`src/rtl/sb_rx_frame_ctrl_if.sv`:
```
// Sideband RX bundle: deserializer byte side plus the FWFT payload output toward the decoder.
// The master modport is the frame controller; slave is the surrounding logic.
interface sb_rx_frame_ctrl_if;
  logic       des_en;
  logic [7:0] des_data;
  logic       des_valid;
  logic [7:0] out_data;
  logic       out_last;
  logic       out_err;
  logic       out_valid;
  logic       out_ready;

  modport master (
    output des_en,
    input  des_data,
    input  des_valid,
    output out_data,
    output out_last,
    output out_err,
    output out_valid,
    input  out_ready
  );

  modport slave (
    input  des_en,
    output des_data,
    output des_valid,
    input  out_data,
    input  out_last,
    input  out_err,
    input  out_valid,
    output out_ready
  );
endinterface

```
`src/rtl/sb_rx_frame_ctrl.sv`:
```
// Sideband RX frame controller: de-stuffs DLE/STX..DLE/ETX frames, enforces length and timeout
// limits, and queues payload bytes (plus abort markers) in a small first-word-fall-through FIFO.
module sb_rx_frame_ctrl #(
  parameter logic [7:0]  DLE        = 8'hFE,
  parameter logic [7:0]  STX        = 8'h05,
  parameter logic [7:0]  ETX        = 8'h40,
  parameter int unsigned MAX_LEN    = 32,
  parameter int unsigned TIMEOUT    = 64,
  parameter int unsigned FIFO_DEPTH = 8
) (
  input  logic                      clk,
  input  logic                      rst_n,
  input  logic                      i_rx_enable,
  sb_rx_frame_ctrl_if.master        bus,
  output logic                      o_frame_act,
  output logic                      o_err_pulse
);

  localparam int unsigned PtrW = $clog2(FIFO_DEPTH);
  localparam int unsigned CntW = PtrW + 1;
  localparam int unsigned LenW = $clog2(MAX_LEN + 2);
  localparam int unsigned TmoW = $clog2(TIMEOUT + 1);

  localparam logic [CntW-1:0] FullCnt = CntW'(FIFO_DEPTH);
  localparam logic [LenW-1:0] LenMax  = LenW'(MAX_LEN);
  localparam logic [TmoW-1:0] TmoMax  = TmoW'(TIMEOUT);

  localparam logic [1:0] IDLE    = 2'd0;
  localparam logic [1:0] SOF_DLE = 2'd1;
  localparam logic [1:0] PAYLOAD = 2'd2;
  localparam logic [1:0] PAY_DLE = 2'd3;

  // FIFO entry layout: {err, last, data}
  localparam logic [9:0] Marker = {1'b1, 1'b1, 8'h00};

  logic [1:0]      r_state;
  logic [LenW-1:0] r_len;
  logic            r_stg_vld;
  logic [7:0]      r_stg_data;
  logic            r_pend;
  logic [TmoW-1:0] r_tmo;
  logic            r_des_en;
  logic            r_err_pulse;
  logic [9:0]      r_mem [FIFO_DEPTH];
  logic [PtrW-1:0] r_wptr;
  logic [PtrW-1:0] r_rptr;
  logic [CntW-1:0] r_cnt;

  logic [1:0]      w_state_nxt;
  logic [LenW-1:0] w_len_nxt;
  logic            w_stg_vld_nxt;
  logic [7:0]      w_stg_data_nxt;
  logic            w_pend_nxt;
  logic            w_err;
  logic            w_restart;
  logic            w_pay;
  logic [7:0]      w_pay_byte;
  logic            w_push;
  logic [9:0]      w_push_entry;
  logic            w_pop;
  logic            w_can_push;
  logic            w_in_frame;
  logic            w_tmo_hit;
  logic            w_out_valid;

  assign w_in_frame  = (r_state == PAYLOAD) || (r_state == PAY_DLE);
  assign w_tmo_hit   = w_in_frame && (r_tmo == TmoMax);
  assign w_out_valid = (r_cnt != '0);
  assign w_pop       = w_out_valid && bus.out_ready;
  // A pop in the same cycle frees the slot, so a full FIFO can still accept.
  assign w_can_push  = (r_cnt != FullCnt) || w_pop;

  always_comb begin
    w_state_nxt    = r_state;
    w_len_nxt      = r_len;
    w_stg_vld_nxt  = r_stg_vld;
    w_stg_data_nxt = r_stg_data;
    w_pend_nxt     = r_pend;
    w_err          = 1'b0;
    w_restart      = 1'b0;
    w_pay          = 1'b0;
    w_pay_byte     = bus.des_data;
    w_push         = 1'b0;
    w_push_entry   = '0;

    if (r_pend && w_can_push) begin
      w_push       = 1'b1;
      w_push_entry = Marker;
      w_pend_nxt   = 1'b0;
    end

    if (!i_rx_enable) begin
      w_state_nxt   = IDLE;
      w_stg_vld_nxt = 1'b0;
      w_len_nxt     = '0;
      w_err         = w_in_frame;
    end else if (w_tmo_hit) begin
      w_err = 1'b1;
    end else if (bus.des_valid) begin
      unique case (r_state)
        IDLE: begin
          // No new frame may start until a pending abort marker has been queued.
          if (bus.des_data == DLE && !r_pend) w_state_nxt = SOF_DLE;
        end
        SOF_DLE: begin
          if (bus.des_data == STX) begin
            w_state_nxt   = PAYLOAD;
            w_len_nxt     = '0;
            w_stg_vld_nxt = 1'b0;
          end else if (bus.des_data != DLE) begin
            w_state_nxt = IDLE;
          end
        end
        PAYLOAD: begin
          if (bus.des_data == DLE) w_state_nxt = PAY_DLE;
          else                     w_pay       = 1'b1;
        end
        PAY_DLE: begin
          if (bus.des_data == DLE) begin
            w_pay       = 1'b1;
            w_pay_byte  = DLE;
            w_state_nxt = PAYLOAD;
          end else if (bus.des_data == ETX) begin
            if (w_can_push) begin
              w_push        = 1'b1;
              w_push_entry  = {1'b0, 1'b1, (r_stg_vld ? r_stg_data : 8'h00)};
              w_state_nxt   = IDLE;
              w_stg_vld_nxt = 1'b0;
              w_len_nxt     = '0;
            end else begin
              w_err = 1'b1;
            end
          end else begin
            w_err     = 1'b1;
            w_restart = (bus.des_data == STX);
          end
        end
      endcase
    end

    // The staged byte is committed only once its successor proves it is not the last one.
    if (w_pay) begin
      if (r_len == LenMax || (r_stg_vld && !w_can_push)) begin
        w_err = 1'b1;
      end else begin
        if (r_stg_vld) begin
          w_push       = 1'b1;
          w_push_entry = {1'b0, 1'b0, r_stg_data};
        end
        w_stg_data_nxt = w_pay_byte;
        w_stg_vld_nxt  = 1'b1;
        w_len_nxt      = r_len + LenW'(1);
      end
    end

    if (w_err) begin
      w_stg_vld_nxt = 1'b0;
      w_len_nxt     = '0;
      w_state_nxt   = IDLE;
      if (!w_push && w_can_push) begin
        w_push       = 1'b1;
        w_push_entry = Marker;
      end else begin
        w_pend_nxt = 1'b1;
      end
      if (w_restart && !w_pend_nxt) w_state_nxt = PAYLOAD;
    end
  end

  always_ff @(posedge clk or negedge rst_n) begin
    if (!rst_n) begin
      r_state     <= IDLE;
      r_len       <= '0;
      r_stg_vld   <= 1'b0;
      r_stg_data  <= 8'h00;
      r_pend      <= 1'b0;
      r_tmo       <= '0;
      r_des_en    <= 1'b0;
      r_err_pulse <= 1'b0;
    end else begin
      r_state     <= w_state_nxt;
      r_len       <= w_len_nxt;
      r_stg_vld   <= w_stg_vld_nxt;
      r_stg_data  <= w_stg_data_nxt;
      r_pend      <= w_pend_nxt;
      r_des_en    <= i_rx_enable;
      r_err_pulse <= w_err;
      if (!w_in_frame || bus.des_valid || (w_state_nxt != r_state)) begin
        r_tmo <= '0;
      end else if (r_tmo != TmoMax) begin
        r_tmo <= r_tmo + TmoW'(1);
      end
    end
  end

  always_ff @(posedge clk) begin
    if (w_push) r_mem[r_wptr] <= w_push_entry;
  end

  always_ff @(posedge clk or negedge rst_n) begin
    if (!rst_n) begin
      r_wptr <= '0;
      r_rptr <= '0;
      r_cnt  <= '0;
    end else begin
      if (w_push) r_wptr <= r_wptr + PtrW'(1);
      if (w_pop)  r_rptr <= r_rptr + PtrW'(1);
      if (w_push && !w_pop)      r_cnt <= r_cnt + CntW'(1);
      else if (!w_push && w_pop) r_cnt <= r_cnt - CntW'(1);
    end
  end

  assign bus.des_en    = r_des_en;
  assign bus.out_valid = w_out_valid;
  assign bus.out_data  = w_out_valid ? r_mem[r_rptr][7:0] : 8'h00;
  assign bus.out_last  = w_out_valid & r_mem[r_rptr][8];
  assign bus.out_err   = w_out_valid & r_mem[r_rptr][9];
  assign o_frame_act   = w_in_frame;
  assign o_err_pulse   = r_err_pulse;

endmodule

```
`src/flat_wrapper.sv`:
```
// flat-port wrapper written by rule: the top's interface ports become plain ports
module sb_rx_frame_ctrl_flat 
#(
  parameter logic [7:0]  DLE        = 8'hFE,
  parameter logic [7:0]  STX        = 8'h05,
  parameter logic [7:0]  ETX        = 8'h40,
  parameter int unsigned MAX_LEN    = 32,
  parameter int unsigned TIMEOUT    = 64,
  parameter int unsigned FIFO_DEPTH = 8
)
  (clk, rst_n, i_rx_enable, o_frame_act, o_err_pulse, bus_des_en, bus_des_data, bus_des_valid, bus_out_data, bus_out_last, bus_out_err, bus_out_valid, bus_out_ready);
  sb_rx_frame_ctrl_if bus_i ();
  input  logic clk;
  input  logic rst_n;
  input  logic i_rx_enable;
  output logic o_frame_act;
  output logic o_err_pulse;
  output wire logic [$bits(bus_i.des_en)-1:0] bus_des_en;
  input wire logic [$bits(bus_i.des_data)-1:0] bus_des_data;
  input wire logic [$bits(bus_i.des_valid)-1:0] bus_des_valid;
  output wire logic [$bits(bus_i.out_data)-1:0] bus_out_data;
  output wire logic [$bits(bus_i.out_last)-1:0] bus_out_last;
  output wire logic [$bits(bus_i.out_err)-1:0] bus_out_err;
  output wire logic [$bits(bus_i.out_valid)-1:0] bus_out_valid;
  input wire logic [$bits(bus_i.out_ready)-1:0] bus_out_ready;
  assign bus_des_en = bus_i.des_en;
  assign bus_i.des_data = bus_des_data;
  assign bus_i.des_valid = bus_des_valid;
  assign bus_out_data = bus_i.out_data;
  assign bus_out_last = bus_i.out_last;
  assign bus_out_err = bus_i.out_err;
  assign bus_out_valid = bus_i.out_valid;
  assign bus_i.out_ready = bus_out_ready;
  sb_rx_frame_ctrl #(.DLE(DLE), .STX(STX), .ETX(ETX), .MAX_LEN(MAX_LEN), .TIMEOUT(TIMEOUT), .FIFO_DEPTH(FIFO_DEPTH)) u_core (.clk(clk), .rst_n(rst_n), .i_rx_enable(i_rx_enable), .bus(bus_i), .o_frame_act(o_frame_act), .o_err_pulse(o_err_pulse));
endmodule
```
`config.mk`:
```
export PLATFORM = sky130hd
export DESIGN_NAME = sb_rx_frame_ctrl_flat
export DESIGN_NICKNAME = d
export VERILOG_FILES = /design/src/rtl/sb_rx_frame_ctrl_if.sv /design/src/rtl/sb_rx_frame_ctrl.sv /design/src/flat_wrapper.sv
export SDC_FILE = /design/constraint.sdc
export NUM_CORES = 1
export LEC_CHECK = 0
export ABC_AREA = 1
export CAP_MARGIN = 20
export CORE_ASPECT_RATIO = 0.9
export CORE_MARGIN = 2
export CORE_UTILIZATION = 65
export CTS_CLUSTER_DIAMETER = 100
export DETAILED_ROUTE_END_ITERATION = 8
export GPL_TIMING_DRIVEN = 0
export MAX_ROUTING_LAYER = met4
export PLACE_DENSITY = 0.85
export SLEW_MARGIN = 20
export SYNTH_ARGS = -nofsm -noshare
export SYNTH_HDL_FRONTEND = slang
export SYNTH_SLANG_ARGS = --single-unit
```
`constraint.sdc`:
```
create_clock -name clk -period 6.4 [get_ports clk]
set_input_delay 1.92 -clock clk [delete_from_list [all_inputs] [get_ports clk]]
set_output_delay 1.92 -clock clk [all_outputs]
set_load 0.1 [all_outputs]
```
Yosys cells after proc, flatten, opt, wreduce, memory -nomap -nowiden:

Memory sizes are Yosys's and may differ from the RTL's.
Index checks and enable logic that the tools add are counted.

* output and inout port bits: 14
* word-level logic and storage cells: 158
* memories: 1
* bits in registers: 37
* latch bits: 0
* memory bits (read-only): 0
* RAM bits: 80
* bits of input ports: 13

* muxes and demuxes: 99
* $mul: 0
* bitwise operators: 3
* divide/modulo/power cells: 0
* shift operators: 0
* add/subtract/negate cells: 6
* eq/ne operators: 12
* reduce and logical (&&, ||, !) cells: 26
* magnitude comparators: 0

Memory list
* u_core.r_mem: depth 8, width 10, read ports 1, clocked after Yosys merged registers in 0, wr ports 1, line sb_rx_frame_ctrl.sv:44 `logic [9:0] r_mem [FIFO_DEPTH];`

Operators with widths (count)
* 10-bit two-way mux: 13
* 6-bit two-way mux: 10
* 8-bit two-way mux: 7
* 1-bit two-way mux: 49
* 2-bit two-way mux: 12
* 7-bit two-way mux: 2
* 6-bit case mux with 2 select lines: 1
* 1-bit logical AND: 9
* 8-bit by 3-bit == test with 1-bit output, second input constant: 1
* 8-bit by 7-bit == test with 1-bit output, second input constant: 1
* 8-bit == test, second input constant: 1
* 4-bit two-way mux: 2
* 8-bit inequality test, second input constant: 1
* 2-bit case mux with 4 select lines: 1
* 7-bit by 1-bit adder with 7-bit output, second input constant: 1
* 7-bit == test, second input constant: 1
* 1-bit zero test: 7
* 7-bit inequality test, second input constant: 1
* 3-bit by 1-bit adder with 3-bit output, second input constant: 2
* 6-bit by 1-bit adder with 6-bit output, second input constant: 1
* 6-bit == test, second input constant: 1
* 1-bit logical OR: 5
* 4-bit by 1-bit adder with 4-bit output, second input constant: 1
* 2-bit == test, second input constant: 2
* 11 further kinds: 14

Depth between registers and ports, before layout:

* word-level depth: 26
* gate-level depth with buffers: 21
* mapped depth without buffers: 21

Worst setup path after synthesis:

Ideal clock, no wire load.

* kind: register to output
* start: reg u_core.r_cnt[0]
* end: out bus_out_data[0]
* arrival time: 3.384 ns
* setup slack: 1.096 ns
* path buffers: 1
* data required time: 4.480 ns
* stages on the path, launching flop included: 8
* path through: dfrtp_1 nor2_2 inv_1 nor3_1 inv_1 clkbuf_1 o21ai_0 a31oi_1

* word-level cells in the longest chain between the ends: 2

Ends and longest elaborated chain
* start: declaration: line sb_rx_frame_ctrl.sv:47 `logic [CntW-1:0] r_cnt;`
* start signal: assignment: line sb_rx_frame_ctrl.sv:208 `if (w_push && !w_pop) r_cnt <= r_cnt + CntW'(1);`
* start signal: assignment: line sb_rx_frame_ctrl.sv:209 `else if (!w_push && w_pop) r_cnt <= r_cnt - CntW'(1);`
* 4-bit nonzero test: line sb_rx_frame_ctrl.sv:68 `assign w_out_valid = (r_cnt != '0);`
* named net bus_out_valid: line flat_wrapper.sv:24 `output wire logic [$bits(bus_i.out_valid)-1:0] bus_out_valid;`
* 8-bit two-way mux: line sb_rx_frame_ctrl.sv:215 `assign bus.out_data = w_out_valid ? r_mem[r_rptr][7:0] : 8'h00;`
* end: declaration: line flat_wrapper.sv:21 `output wire logic [$bits(bus_i.out_data)-1:0] bus_out_data;`

The timed path passes the listed nets, and every way through them passes these cells.

Worst setup path in the final report:

* start: reg u_core.r_rptr[0]
* end: out bus_out_data[6]

* word-level cells in the longest chain between the ends: 2

Ends and longest elaborated chain
* start: declaration: line sb_rx_frame_ctrl.sv:46 `logic [PtrW-1:0] r_rptr;`
* start signal: assignment: line sb_rx_frame_ctrl.sv:207 `if (w_pop) r_rptr <= r_rptr + PtrW'(1);`
* memory read 8 x 10 bit
* 8-bit two-way mux: line sb_rx_frame_ctrl.sv:215

Every way passes these cells.

==> out/qor.txt <==
outcome -> finished clean
Tcrit/Tclk final -> 0.853
hold crit path type -> flop to flop
clk buf depth -> 2
Tmin final -> 5.46 ns
commonest non-fill, non-tap cells in the layout -> nor2_1 (96), edfxtp_1 (80), nand2_1 (69)
worst path cell trace -> clkbuf_1 > inv_1 > clkbuf_1 > nor2_1 > o22ai_1 > o21ai_0 > a31oi_1 > clkdlybuf4s50_1
dominant synthesized flop cell -> edfxtp_1
clock share of power -> 0.314
RSZ-0062 raised after global routing -> no
Root Buffer -> clkbuf_8
Rows -> 31
GRT Overall Usage -> 0.316
Crit path largest cell delay -> 1.15 ns
CTS Sinks -> 117
Die Ht -> 91.3 um
CP Max Fanout -> 10
# IOs -> 27
Setup Skew -> 0.0102 ns
data arrival time of the worst path -> 3.54 ns
fillers -> 483
# port buffers -> 26
switching power -> 0.00132 W
Die ar. -> 9220 sq um
register share of total power -> 0.285
register area -> 3330 sq um
Residual DRC -> 0
part of the Yosys area used for sequential elements -> 0.605
FFs w/ async S/R, synth -> 0.316
count of pins over their slew limit -> 0
Vias -> 4237
top cell type's share of synthesized area -> 0.436
crit path capture type -> primary output
Pint -> 0.00173 W
startpoint types -> flop
Multi-input gate area -> 1880 sq um
Worst Hold Path Cells -> 1
Max Freq -> 183 MHz
CTS tree -> built
Area after DPL -> 5910 sq um
commonest non-fill, non-tap cell in the layout -> nor2_1
Highest Signal Layer -> met4
DR pass1 iterations -> 7
Placed Cells -> 671
yosys warns -> 0
FF+latch count, synth -> 117
worst vdd ir -> 351 uV
DIE WIDTH -> 101 um
Worst path most repeated cell -> clkbuf_1
Syn Area/Cell -> 10.1 sq um
Synth Instances -> 545
Area Overhead vs Synth -> 18.2%
global-route wire length before repair -> 20.9 mm
relative slew slack -> 0.251
1st-iter DRT viols -> 457
hold_buf cts -> 0
syn nets -> 568
combinational power share -> 0.400
antenna fix cells -> 0
worst-margin pin slew -> 1.11 ns
TritonCTS Buffers -> 17
CP max-delay cell -> clkdlybuf4s50_1
Sw Ratio -> 0.433
Req. time, crit path -> 4.48 ns
reg2reg setup slack -> 3.26 ns
Routed Antenna Nets -> 0
dpl hpwl -> 8.01 mm
Worst-Skew Late Latency -> 0.53 ns
area leader, netlist -> edfxtp_1
post-route insts no fill -> 703
met3 routed WL -> 1.22 mm
Final nets -> 614
layout cells sized above 1 -> 0.147
routability cong. -> 0.871
Via density -> 6.03
synthesized area -> 5510 sq um
EDFF count, synth -> 80
number of H-tree levels -> 4
Post-CTS Resized -> 0
core area -> 8150 sq um
final instance area -> 6510 sq um
postcts setup bufs -> 0
leakage -> 2.61 nW
top post-synthesis cells by area -> edfxtp_1 (44%), dfrtp_1 (17%), nor2_1 (6.5%)
Reg2Reg Depth -> 20
initial antenna violation count -> 0
Routed wire per std cell -> 18.6 um
Initial Util -> 0.676
routed wl met2 -> 6.47 mm
clk slew on worst S/H paths -> 0.06 ns
P per Cell Area -> 468 nW/um^2
overflow left after global routing -> 0
post-route core utilization -> 0.799
DRT met1 WL -> 5.08 mm
synth unique cells -> 37
sum of negative setup slack -> 0 ns
max_cap viols -> 0
final hold violation count -> 0
final wirelength -> 13.1 mm
vias in the first global route -> 4144
Final setup viols -> 0
pin count of the biggest net entering global routing -> 22
WS Path Type -> flop to primary output
==> power by group through the flow <==
stage	Sequential, W	Combinational, W	Clock [W]
6_report	0.000869	0.00122	0.000958
5_1_grt	0.000871	0.00129	0.000991
4_1_cts	0.000868	0.00121	0.000957
3_5_place_dp	0.000880	0.00119	0
3_3_place_gp	0.000876	0.00115	0
2_1_floorplan	0.000874	0.000891	0
==> critical path, delay by kind of cell (launching register included) <==
family,cells,cell delay (ns)
compound gates,3,0.62
buf+inv,4,1.89
flops,1,0.38
simple gates,1,0.12
==> per-layer routing <==
metal  up-vias  global-route usage
met2       264               0.491
met3        32              0.0770
li1       1922                   -
met5         -                   -
met4         0               0.140
met1      2019               0.398
==> registers in the layout (all words and copies together) (netlist names) <==
name and flops:
u_core.r_mem 80, u_core.r_stg_data 8, u_core.r_tmo 7, u_core.r_len 6
u_core.r_cnt 4, u_core.r_rptr 3, u_core.r_wptr 3, u_core.r_state 2
u_core.bus.des_en 1, u_core.o_err_pulse 1, u_core.r_pend 1, u_core.r_stg_vld 1
==> logic make-up after synthesis <==
family | count (synthesis) | synth area share
AND/OR/NAND/NOR | 228 | 0.197
XOR/XNOR | 13 | 0.0207
buffers and inverters | 75 | 0.0534
adder cells (fa/ha/maj) | 10 | 0.0241
AO/OA/AOI/OAI | 102 | 0.101
flip-flops | 117 | 0.605
==> cell usage after synthesis, types with 2 or more instances <==
cell type  instances
nand3_4            2
nor3_1             3
nand3_2            4
dfrtp_1           37
nand3_1           12
nor2_2            18
edfxtp_1          80
nor2_1            96
o21ai_0           67
o22ai_1           10
nand2_2           10
a21oi_1            8
nand4_1            3
nand2_4            3
clkbuf_1          17
a31oi_1           10
inv_1             47
nand2_1           69
xnor2_1            5
inv_2              7
xor2_1             8
a22oi_1            2
ha_1               9
nor2_4             5
==> path summary, 6_finish.rpt <==
path	startpoint	end
max in group asynchronous	rst_n	u_core.r_tmo[5]
min in group asynchronous	rst_n	u_core.r_stg_vld
min	u_core.r_len[5]	u_core.r_len[5]
max	u_core.r_rptr[0]	bus_out_data[6]
min reg2reg	u_core.r_len[5]	u_core.r_len[5]
max reg2reg	u_core.r_tmo[0]	u_core.r_cnt[3]
==> stage by stage <==
step	setup slack [ns]	hold slack, ns	total power, W
2_1_floorplan	1.10	0.433	0.00177
3_3_place_gp	1.70	0.450	0.00203
3_5_place_dp	1.49	0.465	0.00207
4_1_cts	0.937	0.476	0.00303
5_1_grt	0.786	0.497	0.00315
6_report	0.939	0.484	0.00305
==> cell type report <==
type,count,share of cell area
Buffer,20,0.0135
Clock buffer,17,0.0637
Sequential cell,117,0.512
Timing Repair Buffer,27,0.0435
Multi-Input combinational cell,353,0.289
Clock inverter,15,0.0277
Inverter,55,0.0317
Tap cell,99,0.0190
Power figures use the tool's default switching activity.
